File: config.mk
export PLATFORM = sky130hd
export DESIGN_NAME = uart_rx_v_2
export DESIGN_NICKNAME = d
export VERILOG_FILES = /design/src/rtl/uart_rx_v_2.sv
export SDC_FILE = /design/constraint.sdc
export NUM_CORES = 1
export LEC_CHECK = 0
export ABC_CLOCK_PERIOD_IN_PS = 2300
export CORE_ASPECT_RATIO = 1.25
export CORE_UTILIZATION = 57
export DETAILED_ROUTE_END_ITERATION = 8
export PLACE_DENSITY = 0.89
export SLEW_MARGIN = 20
export SYNTH_ARGS = -nofsm -noshare
export SYNTH_HDL_FRONTEND = slang
export SYNTH_SLANG_ARGS = --single-unit
File: constraint.sdc
create_clock -name clk -period 2.3 [get_ports clk]
set_input_delay 0.46 -clock clk [delete_from_list [all_inputs] [get_ports clk]]
set_output_delay 0.46 -clock clk [all_outputs]
set_load 0.01 [all_outputs]
File: src/rtl/uart_rx_v_2.sv
// rtl/uart_rx_v_2.sv - UART serial receiver: start/data/even-parity/stop frame to a valid/ack word interface
module uart_rx_v_2 #(
    parameter int CLKRATE     = 50_000_000,
    parameter int BAUD        = 9600,
    parameter int WORD_LENGTH = 8
) (
    input  logic                   clk,
    input  logic                   rst,
    input  logic                   UART_Rx_IN,
    input  logic                   UART_Rx_ACK,
    output logic [WORD_LENGTH-1:0] Rx_DATA,
    output logic                   UART_Rx_VALID,
    output logic                   UART_Rx_PARITY_ERR,
    output logic                   UART_Rx_FRAME_ERR,
    output logic                   UART_Rx_OVERRUN,
    output logic                   UART_Rx_BUSY
);
    localparam int BIT_CYCLES = CLKRATE / BAUD + 1;
    localparam int HALF       = BIT_CYCLES / 2;
    localparam int CW         = (BIT_CYCLES > 2) ? $clog2(BIT_CYCLES) : 1;
    localparam int BW         = (WORD_LENGTH > 1) ? $clog2(WORD_LENGTH) : 1;
    localparam logic [CW-1:0] CNT_LAST  = CW'(BIT_CYCLES - 1);
    localparam logic [CW-1:0] HALF_LAST = CW'(HALF - 1);
    localparam logic [CW-1:0] CNT_ONE   = CW'(1);
    localparam logic [BW-1:0] BIT_LAST  = BW'(WORD_LENGTH - 1);
    localparam logic [BW-1:0] BIT_ONE   = BW'(1);

    typedef enum logic [2:0] {IDLE, START, DATA, PARITY, STOP} state_t;

    state_t                 state, state_nxt;
    logic                   sync1, sync2, sync_prev;
    logic                   fall;
    logic [CW-1:0]          cnt, cnt_nxt;
    logic [BW-1:0]          bit_cnt, bit_nxt;
    logic [WORD_LENGTH-1:0] shift;
    logic                   par_err_r, frm_err_r, stop_done;
    logic                   bit_end, commit;

    assign fall         = ~sync2 & sync_prev;
    assign bit_end      = (cnt == CNT_LAST);
    assign UART_Rx_BUSY = (state != IDLE);

    always_ff @(posedge clk or posedge rst) begin
        if (rst) begin
            state   <= IDLE;
            cnt     <= '0;
            bit_cnt <= '0;
        end else begin
            state   <= state_nxt;
            cnt     <= cnt_nxt;
            bit_cnt <= bit_nxt;
        end
    end

    always_comb begin
        state_nxt = state;
        cnt_nxt   = bit_end ? '0 : cnt + CNT_ONE;
        bit_nxt   = bit_cnt;
        commit    = 1'b0;
        case (state)
            IDLE: begin
                cnt_nxt = '0;
                bit_nxt = '0;
                if (fall) state_nxt = START;
            end
            START: begin
                if (cnt == HALF_LAST) begin
                    cnt_nxt   = '0;
                    state_nxt = sync2 ? IDLE : DATA;
                end
            end
            DATA: begin
                if (bit_end) begin
                    if (bit_cnt == BIT_LAST) begin
                        bit_nxt   = '0;
                        state_nxt = PARITY;
                    end else begin
                        bit_nxt = bit_cnt + BIT_ONE;
                    end
                end
            end
            PARITY: begin
                if (bit_end) state_nxt = STOP;
            end
            STOP: begin
                // stop bit was captured last cycle; deliver and rearm mid-stop
                if (stop_done) begin
                    commit    = 1'b1;
                    cnt_nxt   = '0;
                    state_nxt = IDLE;
                end
            end
            default: state_nxt = IDLE;
        endcase
    end

    always_ff @(posedge clk or posedge rst) begin
        if (rst) begin
            sync1              <= 1'b1;
            sync2              <= 1'b1;
            sync_prev          <= 1'b1;
            shift              <= '0;
            par_err_r          <= 1'b0;
            frm_err_r          <= 1'b0;
            stop_done          <= 1'b0;
            Rx_DATA            <= '0;
            UART_Rx_VALID      <= 1'b0;
            UART_Rx_PARITY_ERR <= 1'b0;
            UART_Rx_FRAME_ERR  <= 1'b0;
            UART_Rx_OVERRUN    <= 1'b0;
        end else begin
            sync1     <= UART_Rx_IN;
            sync2     <= sync1;
            sync_prev <= sync2;
            stop_done <= (state == STOP) && bit_end && !stop_done;
            if (state == DATA && bit_end) shift[bit_cnt] <= sync2;
            if (state == PARITY && bit_end) par_err_r <= sync2 ^ (^shift);
            if (state == STOP && bit_end && !stop_done) frm_err_r <= ~sync2;
            if (commit) begin
                Rx_DATA            <= shift;
                UART_Rx_PARITY_ERR <= par_err_r;
                UART_Rx_FRAME_ERR  <= frm_err_r;
                UART_Rx_VALID      <= 1'b1;
                UART_Rx_OVERRUN    <= UART_Rx_VALID & ~UART_Rx_ACK;
            end else if (UART_Rx_ACK && UART_Rx_VALID) begin
                UART_Rx_VALID   <= 1'b0;
                UART_Rx_OVERRUN <= 1'b0;
            end
        end
    end
endmodule

* Word level (Yosys, flattened, before mapping)
Index checks and enable logic that the tools add are counted.
** Storage, ports and cells
- Flip-flop bits (word level) :: 45
- Input port bits :: 4
- Output and inout port bits :: 13
- Word-level logic and storage cells :: 74
** Operators by class
- $add $sub $neg :: 2
- Bitwise operators :: 5
- Order comparisons :: 2
- Equal/unequal tests :: 13
- Mux-type cells :: 23
- Reduce and logical (&&, ||, !) cells :: 14
** Operator list (number)
- 13-bit 2-to-1 mux :: 3
- 13-bit one-hot mux with 3 select lines :: 1
- 3-bit 2-to-1 mux :: 8
- 3-bit one-hot mux with 5 select lines :: 1
- 13-bit by 1-bit adder with 13-bit output, second input constant :: 1
- 13-bit by 12-bit equality test with 1-bit output, second input constant :: 1
- 13-bit equality test, second input constant :: 1
- 2-bit != test, second input constant :: 6
- 8-bit bitwise mux :: 1
- 8-bit XOR reduction :: 1
- 3-bit by 2-bit equality test with 1-bit output, second input constant :: 2
- 3-bit equality test, second input constant :: 2
- 1-bit logical AND :: 6
- 1-bit 2-to-1 mux :: 6
- 3-bit one-hot mux with 2 select lines :: 1
- 6-bit AND reduction :: 1
- 3-bit by 4-bit < comparator with 1-bit output, second input constant :: 1
- 2-bit nonzero test :: 2
- 3-bit by 1-bit adder with 3-bit output, second input constant :: 1
- 1-bit demux with 3-bit select :: 1
- 3-bit by 1-bit equality test with 1-bit output, second input constant :: 1
- 3-bit by 1-bit >= comparator with 1-bit output, second input constant :: 1
- 3-bit logical NOT :: 1
- 3-bit nonzero test :: 1
- 6 further kinds :: 8

* Longest topological paths before layout
- Depth after elaboration :: 5
- Gate-level depth with buffers :: 7

* Worst setup path before layout
Ideal clock, no wire load.
- Kind :: reg-to-reg
- From :: register cnt[8]
- To :: register shift[2]
- Path slack :: 0.217 ns
- Arrival :: 1.956 ns
- Stages on the path, launching flop included :: 6
- Setup time :: 0.127 ns
- Path buffers :: 1
- Period minus slack after synthesis :: 2.083 ns
- Data required time :: 2.173 ns
- Cell sequence :: dfrtp_1 or4b_4 buf_6 nor4_4 nand4b_1 mux2_1
** On the way
- Longest elaborated chain between the ends :: 2
** RTL lines
- start, declared :: line 33 : logic [CW-1:0] cnt, cnt_nxt;
- start signal, assigned :: line 50 : cnt <= cnt_nxt;
- 13-bit equality test :: line 40 : assign bit_end = (cnt == CNT_LAST);
- 1-bit logical AND :: line 116 : if (state == DATA && bit_end) shift[bit_cnt] <= sync2;
- end signal, assigned by index :: line 116
- end, declared :: line 35 : logic [WORD_LENGTH-1:0] shift;
No other way between the ends.
A chain may end at the register's enable or synchronous reset.

* Worst setup path in the final report
- From :: register state[1]
- To :: output port UART_Rx_BUSY
** On the way
- Longest elaborated chain between the ends :: 1
** RTL lines
- start, declared :: line 30 : state_t state, state_nxt;
- start signal, assigned :: line 49 : state <= state_nxt;
- 3-bit nonzero test :: line 41 : assign UART_Rx_BUSY = (state != IDLE);
- end, declared :: line 16 : output logic UART_Rx_BUSY
No other way between the ends.

==> flow_summary.ini <==
[status]
status = finished clean

[clock_network]
insertion_delay_ns = 0.30
clock_sinks = 45
cts_setup_buffers = 0
cts-root-buf = clkbuf_8
cts_tree = yes
cts_buffers = 5
hold_buffers = 0
clockBufferDepth = 2
htree_levels = 2
postCtsResizedCells = 0
cts.clk_slew.worst_paths_ns = 0.07

[die]
dieArea_um2 = 4200
die_h_um = 72.2
core_area_um2 = 3780
die_width_um = 58.2
rows = 25
start_util_pct = 59.4
ios = 17

[cells_and_area]
num_antenna_cells = 0
fill_cells = 301
layout_commonest_cell = dfrtp_1
final_cell_mix = 42 x dfrtp_1, 19 x nor2_1, 16 x clkdlybuf4s50_1, 12 x mux2_2
layout.cells.non_filler = 277
num-nets-final = 230
drive_gt1_share_pct = 16.6
syn_to_final_growth_pct = 14.1
seq_area_um2 = 1130
multi_input_area_um2 = 1000

[global_route]
antenna_found_initial = 0
grtUsageMet2_pct = 41.9
met3_usage_pct = 5.17
gr-total-overflow = 0
grt_pass1_wl_um = 6900
grt_max_degree = 22
grt_pass1_vias = 1586
busiest_layer = met2
grtUsageMet1_pct = 22.4
grt_usage_pct = 22.2

[pwr]
vdd.ir_drop.worst_v = 0.000434
switching_share_pct = 28.4
p_switching_uw = 490
seq_power_share_pct = 53.3
p_per_area_nw_per_um2 = 671
total_power_uw = 1720
internal-power_uw = 1230
pwr-share-clk_pct = 28.6
power_frac_comb_pct = 18.1
power.leakage_uw = 0.00121

[hold_path]
hp-class = register to register

[timing]
finalClockSkew_ns = 0.00563
fin_crit_sh_pct = 95.0
fmax_ghz = 0.458
hold_viol_final = 0
period_minus_slack_ns = 2.18
rsz0062_at_grt = no
relSlewSlack_pct = 50.6
setup_tns_ns = 0
worstMarginPinSlew_ns = 0.736
setup_violations = 0
report.final.slew_viol_count = 0

[worst_setup_path]
cp_slowest_stage_delay_ns = 0.49
crit_chain = buf_4 > or3_1 > clkdlybuf4s50_1
critical_path.slowest_cell = clkdlybuf4s50_1
worstPathArrival_ns = 1.72
cp_max_fo = 14
setup.worst_path.class = register to primary output
cp-end-kind = primary output
critPathRequiredTime_ns = 1.84
worstSetupStartpointType = register

[place]
placed_cells = 269
detailed_place_hpwl_um = 2930
gp_congestion = 0.817
portBuffers = 16

[routing]
drt_iter0_markers = 28
vias = 1519
routedWlPerCell_um = 14.5
viasPerCell = 5.48
drc = 0
drt-total-wl_um = 4010
dr.pass1.iters = 4
antenna_left = 0

[yosys]
ys.flop_type = dfrtp_1
seq_area_frac_synth_pct = 50.3
syn_area_per_cell_um2 = 11.2
yosysUniqueCellTypes = 48
syn-instance-count = 200
synth_edf_count = 0
yosys_register_bits = 45
async_flop_share_pct = 100
synth_area_um2 = 2250
ys_warn_count = 0
synth_nets = 208

[run]
drv_cap = 0
==> path summary, 6_finish.rpt <==
| kind | start | end | slack (ns) | depth (start not counted) |
|---|---|---|---|---|
| setup / recovery | state[1] | UART_Rx_BUSY | 0.12 | 3 |
| hold / removal | sync1 | sync2 | 0.36 | 0 |
| setup reg to reg | cnt[8] | shift[4] | 0.20 | 4 |
| hold reg to reg | sync1 | sync2 | 0.36 | 0 |
| max in group asynchronous | rst | shift[7] | 1.20 | 3 |
| min in group asynchronous | rst | Rx_DATA[0] | 0.50 | 2 |
==> stage by stage <==
stage | worst slack, ns | utilization [%] | hold slack, ns | instance area [µm²]
final | 0.116 | 67.8 | 0.357 | 2560
after global routing | 0.0548 | 67.8 | 0.362 | 2560
after CTS | 0.0593 | 67.8 | 0.358 | 2560
after detailed placement | 0.104 | 65.4 | 0.347 | 2470
after global placement | 0.156 | 65.4 | 0.347 | 2470
after floorplan | 0.217 | - | 0.345 | 2250
==> cells by family after synthesis <==
logic type,after synthesis,share of synthesized area [%]
buffers and inverters,20,5.01
AND/OR/NAND/NOR,74,19.3
adder cells (fa/ha/maj),4,2.23
XOR/XNOR,17,7.24
multiplexers,21,10.5
AO/OA/AOI/OAI,19,5.46
flip-flops,45,50.3
==> per-layer routing <==
layer | wire [µm] | share of wire [%] | vias to the layer above
met1 | 1600 | 40 | 735
met4 | 103 | 2.6 | 0
met5 | 0 | 0 | -
met3 | 95 | 2.4 | 8
li1 | - | - | 751
met2 | 2210 | 55 | 25
==> Yosys cell counts (2+ instances only) <==
cell,instances,area share (%)
a21oi_1,4,0.89
and3_1,2,0.56
buf_4,4,1.3
clkbuf_1,3,0.50
dfrtp_1,42,47
dfstp_2,3,3.5
ha_1,4,2.2
inv_1,8,1.3
mux2_1,8,4.0
mux2_2,12,6.0
nand2_1,11,1.8
nand3_1,7,1.6
nand3b_1,2,0.67
nand4_1,9,2.5
nand4b_1,3,1.2
nor2_1,19,3.2
nor3_1,3,0.67
nor4_1,4,1.1
o211ai_1,3,1.0
o21ai_0,6,1.3
or3_1,2,0.56
xnor2_1,10,3.9
xor2_1,6,2.3
==> critical path, delay by kind of cell, from the launching register on <==
family | cells | cell delay (ns)
simple gates | 1 | 0.40
flops | 1 | 0.37
buf+inv | 2 | 0.66
==> area by class of cell <==
cell class / count / area share (%)
clock buffers: 8 / 3.51
inverters: 8 / 1.17
multi-input cells: 135 / 39.2
flip-flops and latches: 45 / 44.0
well taps: 54 / 2.63
repair buffers: 27 / 9.46
==> power by group through the flow <==
stage                     registers [µW]  clock network (µW)  logic, µW
final                                918                 492        312
after global routing                 930                 523        349
after CTS                            918                 503        315
after detailed placement             933                   0        315
after global placement               932                   0        296
after floorplan                      913                   0        266
==> state kept, by name, indices dropped and copies added, names as in the netlist <==
signal,cells
UART_Rx_OVERRUN,1
cnt,13
Rx_DATA,8
UART_Rx_FRAME_ERR,1
UART_Rx_PARITY_ERR,1
shift,8
bit_cnt,3
sync_prev,1
frm_err_r,1
state,3
UART_Rx_VALID,1
par_err_r,1
sync2,1
sync1,1
stop_done,1
(Power assumes the default switching activity.)
